File: config.mk
export PLATFORM = sky130hd
export DESIGN_NAME = pc_fetch
export DESIGN_NICKNAME = d
export VERILOG_FILES = /design/src/rtl/pc_fetch_pkg.sv /design/src/rtl/npc_calc.sv /design/src/rtl/pc_fetch.sv
export SDC_FILE = /design/constraint.sdc
export NUM_CORES = 1
export LEC_CHECK = 0
export BUFFER_PORTS_ARGS = -buffer_cell sky130_fd_sc_hd__buf_2
export CAP_MARGIN = 25
export CORE_MARGIN = 1
export CORE_UTILIZATION = 45
export CTS_CLUSTER_DIAMETER = 80
export CTS_CLUSTER_SIZE = 40
export DETAILED_ROUTE_END_ITERATION = 8
export MAX_ROUTING_LAYER = met4
export PLACE_DENSITY = 0.78
export SYNTH_ARGS = -nofsm -noshare
export SYNTH_HDL_FRONTEND = slang
export SYNTH_HIERARCHICAL = 1
export SYNTH_SLANG_ARGS = --single-unit
File: constraint.sdc
create_clock -name clk -period 5.5 [get_ports clk]
set_clock_uncertainty 0.2 [all_clocks]
set_input_delay 0 -clock clk [delete_from_list [all_inputs] [get_ports clk]]
set_output_delay 0 -clock clk [all_outputs]
set_load 0.01 [all_outputs]
File: src/rtl/pc_fetch_pkg.sv
// Shared fetch-stage constants: next-PC select encodings, reset/exception vectors
// and instruction-memory size.
package pc_fetch_pkg;

  typedef enum logic [1:0] {
    NPC_PC4 = 2'd0,
    NPC_BR  = 2'd1,
    NPC_J   = 2'd2,
    NPC_JR  = 2'd3
  } npc_op_e;

  localparam logic [31:0] RESET_PC = 32'h0000_3000;
  localparam logic [31:0] EXC_VEC  = 32'h0000_4180;
  localparam int unsigned IM_WORDS = 1024;

endpackage

File: src/rtl/npc_calc.sv
// Combinational next-PC target computation for sequential, branch, jump and jr
// flows; the caller applies exception/eret/stall priority on top of this.
module npc_calc
  import pc_fetch_pkg::*;
(
  input  logic [1:0]  npc_op_i,
  input  logic        branch_cond_i,
  input  logic [31:0] pc4_f_i,
  input  logic [31:0] pc_d_i,
  input  logic [15:0] imm16_d_i,
  input  logic [25:0] index_d_i,
  input  logic [31:0] rs_d_i,
  output logic [31:0] npc_o
);

  logic [31:0] br_target;
  logic [31:0] j_target;

  // Branch offset is relative to the delay slot (pc_D+4), in words.
  assign br_target = pc_d_i + 32'd4 + {{14{imm16_d_i[15]}}, imm16_d_i, 2'b00};
  assign j_target  = {pc_d_i[31:28], index_d_i, 2'b00};

  always_comb begin
    npc_o = pc4_f_i;
    unique case (npc_op_i)
      NPC_PC4: npc_o = pc4_f_i;
      NPC_BR:  npc_o = branch_cond_i ? br_target : pc4_f_i;
      NPC_J:   npc_o = j_target;
      NPC_JR:  npc_o = rs_d_i;
    endcase
  end

endmodule

File: src/rtl/pc_fetch.sv
// Fetch-stage program counter: owns pc_F, applies exception/eret/stall priority
// over the D-stage next-PC select, and flags fetch validity and address faults.
module pc_fetch
  import pc_fetch_pkg::*;
(
  input  logic        clk,
  input  logic        reset,
  input  logic        stall,
  input  logic [1:0]  npc_op,
  input  logic        branch_cond,
  input  logic [31:0] pc_D,
  input  logic [15:0] imm16_D,
  input  logic [25:0] index_D,
  input  logic [31:0] rs_D,
  input  logic        exc_req,
  input  logic        eret_req,
  input  logic [31:0] epc,
  output logic [31:0] pc_F,
  output logic [31:0] pc4_F,
  output logic        fetch_valid,
  output logic        addr_err_F
);

  localparam logic [32:0] WinLo = {1'b0, RESET_PC};
  localparam logic [32:0] WinHi = {1'b0, RESET_PC} + 33'(4 * IM_WORDS);

  logic [31:0] pc_q, pc_d;
  logic        valid_q;
  logic [31:0] npc;

  npc_calc u_npc_calc (
    .npc_op_i      (npc_op),
    .branch_cond_i (branch_cond),
    .pc4_f_i       (pc4_F),
    .pc_d_i        (pc_D),
    .imm16_d_i     (imm16_D),
    .index_d_i     (index_D),
    .rs_d_i        (rs_D),
    .npc_o         (npc)
  );

  always_comb begin
    pc_d = pc_q;
    if (exc_req) begin
      pc_d = EXC_VEC;
    end else if (eret_req) begin
      pc_d = epc;
    end else if (!stall) begin
      pc_d = npc;
    end
  end

  always_ff @(posedge clk or posedge reset) begin
    if (reset) begin
      pc_q    <= RESET_PC;
      valid_q <= 1'b0;
    end else begin
      pc_q    <= pc_d;
      valid_q <= 1'b1;
    end
  end

  assign pc_F        = pc_q;
  assign pc4_F       = pc_q + 32'd4;
  assign fetch_valid = valid_q;
  // Window compare done in 33 bits so the upper bound cannot wrap.
  assign addr_err_F  = (pc_q[1:0] != 2'b00) || ({1'b0, pc_q} < WinLo) ||
                       ({1'b0, pc_q} >= WinHi);

endmodule

==> flow_metrics.env, run 1 <==
export IMPL_status="complete, no violations"
export IMPL_crit_chain="nand3_2 -> nor3_2 -> nand3_1 -> xnor2_1 -> o221ai_1 -> o311ai_0 -> a211o_1 -> mux2i_1 -> nor2_1 -> a21oi_1 -> nor2_1"
export IMPL_n_fill_cell=1168
export IMPL_start_util_pct=46.71
export IMPL_synthToLayoutAreaGrowth_pct=27.62
export IMPL_clock_fmax_mhz=320.5
export IMPL_ys_flop_type="dfrtp_1"
export IMPL_synth_area_per_cell_um2=7.554
export IMPL_cpMostUsedCell="nor2_1"
export IMPL_hold_path_class="primary input to flop"
export IMPL_diodes=0
export IMPL_min_period_over_period_pct=56.72
export IMPL_slew_headroom_pct=26.09
export IMPL_fp_dieW_um=114.1
export IMPL_gp_congestion=0.9661
export IMPL_final_setup_worst_slack_ps=2380
export IMPL_yosysSeqAreaShare_pct=14.64
export IMPL_numCtsBuffers=5
export IMPL_wl_per_cell_um=19.14
export IMPL_tns_ps=0
export IMPL_critical_path_slowest_cell="nor3_2"
export IMPL_post_place_ws_ps=2301
export IMPL_setup_viol=0
export IMPL_stdcell_area_um2=7221
export IMPL_nets=1162
export IMPL_syn_inst=749
export IMPL_h_tree_depth=2
export IMPL_multi_input_area_um2=4537
export IMPL_yosysWarnings=6
export IMPL_arrival_ps=3060
export IMPL_clkTransAtPathRegs_ps=50
export IMPL_rsz0062_at_grt="no"
export IMPL_layout_cells_non_filler=1125
export IMPL_vias=6808
export IMPL_ff_latch_area_um2=828.3
export IMPL_synth_async_reset_ratio_pct=100.0
export IMPL_first_global_vias=6389
export IMPL_crit_buf_inv=0
export IMPL_leakage_nw=3.493
export IMPL_cts_root_buf="clkbuf_16"
export IMPL_layout_common_cells="buf_2, nor2_1, a21oi_1"
export IMPL_ys_seq_elements=33
export IMPL_portBuffers=211
export IMPL_syn_cell_area_um2=5658
export IMPL_final_common_cell="buf_2"
export IMPL_worst_pin_slew_ps=1105
export IMPL_drive_gt1_share_pct=27.38
export IMPL_grt_pass1_wl_um=32940
export IMPL_grt_overflow=0
export IMPL_grt_antenna_before_repair=0
export IMPL_insertion_delay_ps=280
export IMPL_ioPinCount=212
export IMPL_finalWirelength_um=21530
export IMPL_cts_tree="built"
export IMPL_startpoint_type="flop"
export IMPL_dp_hpwl_um=16650
export IMPL_postPlaceCellArea_um2=6714
export IMPL_post_route_min_period_ps=3120
export IMPL_drc=0
export IMPL_die_height_um=114.1
export IMPL_initialDrtViolationCount=403
export IMPL_dieArea_um2=13030
export IMPL_critical_path_class="flop to flop"
export IMPL_cp_max_fo=11
export IMPL_ir_worst_vdd_v=0.0001227
export IMPL_row_count=40
export IMPL_max_clock_path_buffers=2
export IMPL_ant_nets=0
export IMPL_critPathTopFamily="simple AND/OR/NAND/NOR gates"
export IMPL_syn_nets=955
export IMPL_finalPower_w=0.001230
export IMPL_grt_max_degree=62
export IMPL_slowest_delay_ps=710
export IMPL_dp_cells=1082
export IMPL_firstDrtPassIters=5
export IMPL_cts_setup_buffers=0
export IMPL_drv_cap=0
export IMPL_core_um2=12110
export IMPL_track_usage_pct=33.63
export IMPL_slew_viol_final=0
export IMPL_yosysUniqueCellTypes=79
export IMPL_viasPerCell=6.052
export IMPL_synth_edf_count=0
export IMPL_endpoint_kind="flop"
export IMPL_p_per_area_nw_per_um2=170.3
export IMPL_hold_viol_final=0
export IMPL_cp_required_ps=5440
export IMPL_cts_sinks=33
==> path summary, 6_finish.rpt <==
check                           cells past startpoint          end     start  slack, ps
worst max register to register                     11     pc_F[23]   pc_F[4]       2380
max in group asynchronous                           4     pc_F[13]     reset       4600
worst min register to register                      4     pc_F[13]  pc_F[13]        540
worst max-delay path                               11     pc_F[23]   pc_F[4]       2380
worst min-delay path                                2      pc_F[6]   exc_req         30
min in group asynchronous                           4  fetch_valid     reset        150
==> through the flow <==
step | hold slack, ps | utilization, %
floorplan | -91.63 | -
global placement | -78.59 | 55.43
detailed placement | -83.98 | 55.43
CTS | 32.21 | 59.37
global route | 53.11 | 59.62
finish | 34.58 | 59.62
==> power by group <==
group	switching [W]	internal (W)
registers	0.0000323	0.000260
logic	0.000379	0.000278
clock network	0.000100	0.000180
total	0.000511	0.000718
==> synthesized netlist by cell type, drive strengths merged (15+ instances only) <==
| master | count | share of area (%) |
|---|---|---|
| nor2 | 107 | 7.2 |
| a21oi | 79 | 7.2 |
| ha | 59 | 13 |
| nand2 | 51 | 3.5 |
| mux2i | 38 | 6.7 |
| o21ai | 36 | 3.2 |
| nand3 | 33 | 3.2 |
| dfrtp | 31 | 14 |
| xnor2 | 31 | 4.8 |
| buf | 29 | 2.8 |
| clkbuf | 20 | 1.3 |
| nand4 | 18 | 2.3 |
| inv | 16 | 1.1 |
| nor3 | 15 | 1.7 |
==> cells by family (layout without fill, tap and decap cells) <==
logic type	after synthesis	in the layout	share of synthesized area [%]
AND/OR/NAND/NOR	292	292	26.05
AO/OA/AOI/OAI	206	206	24.06
buffers and inverters	65	273	5.175
adder cells (fa/ha/maj)	60	60	13.40
multiplexers	50	50	10.11
XOR/XNOR	42	42	6.501
flip-flops	33	33	14.64
other	1	1	0.06628
==> per-layer routing <==
layer	vias up	global-route usage [%]	wire, um
met5	-	-	0
li1	3184	-	-
met1	3172	39.70	8525
met3	82	6.406	1755
met2	370	55.19	10120
met4	0	15.93	1126
==> what timing repair did <==
item                      4_1_cts  5_1_grt
hold endpoints to repair       65        3
hold buffers                   33        1
resized for setup               0        0
==> flip-flops by register name, summed over array words and instances (netlist names) <==
signal	cells
fetch_valid	1
pc_F	32
==> area by class of cell <==
class	count	share of cell area, %
multi-input cells	651	62.83
inverters	16	0.8317
clock buffers	8	2.027
repair buffers	249	19.93
well taps	168	2.911
flip-flops and latches	33	11.47
No activity file was read; power rests on OpenSTA's default activity.
==> inputs of run 2 (changes only) <==
Settings changed: PLACE_DENSITY 0.78 to 0.81.
Clock period 5.5 ns to 2.8 ns, I/O delays scaled along.
==> run 2 against run 1 <==
- sequential share of layout area is 1.6 points lower
- power up 120%
- worst setup slack worse by 2300 ps
- global-route usage grew 3.5 points
==> flow_metrics.env, run 2 (synthesis gave the netlist of run 1 again) <==
export IMPL_status="complete, no violations"
export IMPL_finalPower_w=0.002729
export IMPL_ir_worst_vdd_v=0.0002219
export IMPL_drive_gt1_share_pct=38.78
export IMPL_startpoint_type="flop"
export IMPL_seq_power_share_pct=20.0
export IMPL_drc=0
export IMPL_start_util_pct=46.71
export IMPL_finalWirelength_um=23900
export IMPL_cp_required_ps=2600
export IMPL_wl_per_cell_um=18.89
export IMPL_grt_overflow=0
export IMPL_ant_nets=0
export IMPL_n_fill_cell=991
export IMPL_die_height_um=114.1
export IMPL_arrival_ps=2560
export IMPL_h_tree_depth=2
export IMPL_leakage_nw=4.250
export IMPL_portBuffers=211
export IMPL_core_um2=12110
export IMPL_synthToLayoutAreaGrowth_pct=49.49
export IMPL_ff_latch_area_um2=832.0
export IMPL_p_per_area_nw_per_um2=322.7
export IMPL_drv_cap=0
export IMPL_intPower_w=0.001629
export IMPL_endpoint_kind="output pin"
export IMPL_cts_tree="built"
export IMPL_numCtsBuffers=5
export IMPL_final_setup_worst_slack_ps=35.32
export IMPL_hold_path_class="primary input to flop"
export IMPL_fp_dieW_um=114.1
export IMPL_firstDrtPassIters=6
export IMPL_worst_pin_slew_ps=659.1
export IMPL_grt_antenna_before_repair=1
export IMPL_hold_viol_final=0
export IMPL_grt_max_degree=62
export IMPL_ioPinCount=212
export IMPL_p_sw_w=0.001101
export IMPL_clkPwrFrac_pct=20.3
export IMPL_slew_headroom_pct=56.06
export IMPL_switching_share_pct=40.33
export IMPL_final_common_cell="buf_2"
export IMPL_grt_pass1_wl_um=36480
export IMPL_layout_cells_non_filler=1265
export IMPL_vias=7531
export IMPL_critical_path_class="flop to output pin"
export IMPL_post_place_ws_ps=-214.5
export IMPL_cts_root_buf="clkbuf_16"
export IMPL_nets=1301
export IMPL_dieArea_um2=13030
export IMPL_track_usage_pct=37.18
export IMPL_initialDrtViolationCount=787
export IMPL_dp_hpwl_um=18100
export IMPL_max_clock_path_buffers=2
export IMPL_cp_max_fo=3
export IMPL_viasPerCell=5.953
export IMPL_clock_fmax_mhz=361.7
export IMPL_cts_sinks=33
export IMPL_first_global_vias=7192
export IMPL_layout_common_cells="buf_2, buf_4, nor2_1"
export IMPL_slew_viol_final=0
export IMPL_row_count=40
export IMPL_clkTransAtPathRegs_ps=50
export IMPL_multi_input_area_um2=4706
export IMPL_hold_ws_ps=54.68
export IMPL_combPwrFrac_pct=59.7
export IMPL_min_period_over_period_pct=98.74
export IMPL_dp_cells=1212
export IMPL_gp_congestion=0.9477
export IMPL_largest_reg_flops=32
export IMPL_insertion_delay_ps=280
export IMPL_post_route_min_period_ps=2765
export IMPL_setup_viol=0
[run 2: layer usage]
metal / GRT usage (%) / routed length, um
met5: - / 0
met4: 16.71 / 1254
met3: 4.606 / 2021
met2: 63.23 / 11510
met1: 43.99 / 9114
[run 2: repair_timing]
item	4_1_cts	5_1_grt
resized for setup	7	26
hold buffers	33	1
hold endpoints to repair	65	1
pin swaps	2	15
setup endpoints to repair	2	19
buffers inserted	6	3
[run 2: power groups by stage]
stage | logic, W | registers [W] | clock network [W]
2_1_floorplan | 0.000816 | 0.000579 | 0
3_3_place_gp | 0.00148 | 0.000549 | 0
3_5_place_dp | 0.00150 | 0.000550 | 0
4_1_cts | 0.00156 | 0.000543 | 0.000557
5_1_grt | 0.00175 | 0.000551 | 0.000573
6_report | 0.00163 | 0.000546 | 0.000555
[run 2: final cells by class]
type | count | share of cell area, %
Tap cell | 168 | 2.485
Sequential cell | 33 | 9.837
Inverter | 16 | 0.7101
Timing Repair Buffer | 388 | 29.57
Clock buffer | 8 | 1.731
Antenna cell | 1 | 0.02959
Multi-Input combinational cell | 651 | 55.64
[run 2: worst paths after layout]
check / startpoint / endpoint / slack [ps] / depth (start not counted)
worst max-delay path: pc_F[2] / pc4_F[16] / 40 / 13
worst min-delay path: exc_req / pc_F[17] / 50 / 2
worst max register to register: pc_F[2] / pc_F[16] / 50 / 13
worst min register to register: pc_F[1] / pc_F[1] / 540 / 4
max in group asynchronous: reset / pc_F[13] / 1890 / 4
min in group asynchronous: reset / fetch_valid / 170 / 4
[run 2: metrics by stage]
stage          util, %  TNS (ps)  area (um2)
2_1_floorplan        -         0        5658
3_3_place_gp     63.60     -1299        7702
3_5_place_dp     63.60     -2123        7702
4_1_cts          68.26    -13.73        8268
5_1_grt          69.83    -100.2        8458
6_report         69.83         0        8458
[run 2: critical path: stages, from the launching register on]
cell and delay [ps]:
dfrtp_1 400, ha_4 170, nand4_4 120, nor3_4 210, nor3b_4 240, xor2_2 130, buf_4 160, buf_4 120
buf_4 120, buf_4 120, buf_4 130, buf_4 130, buf_4 120, buf_2 130
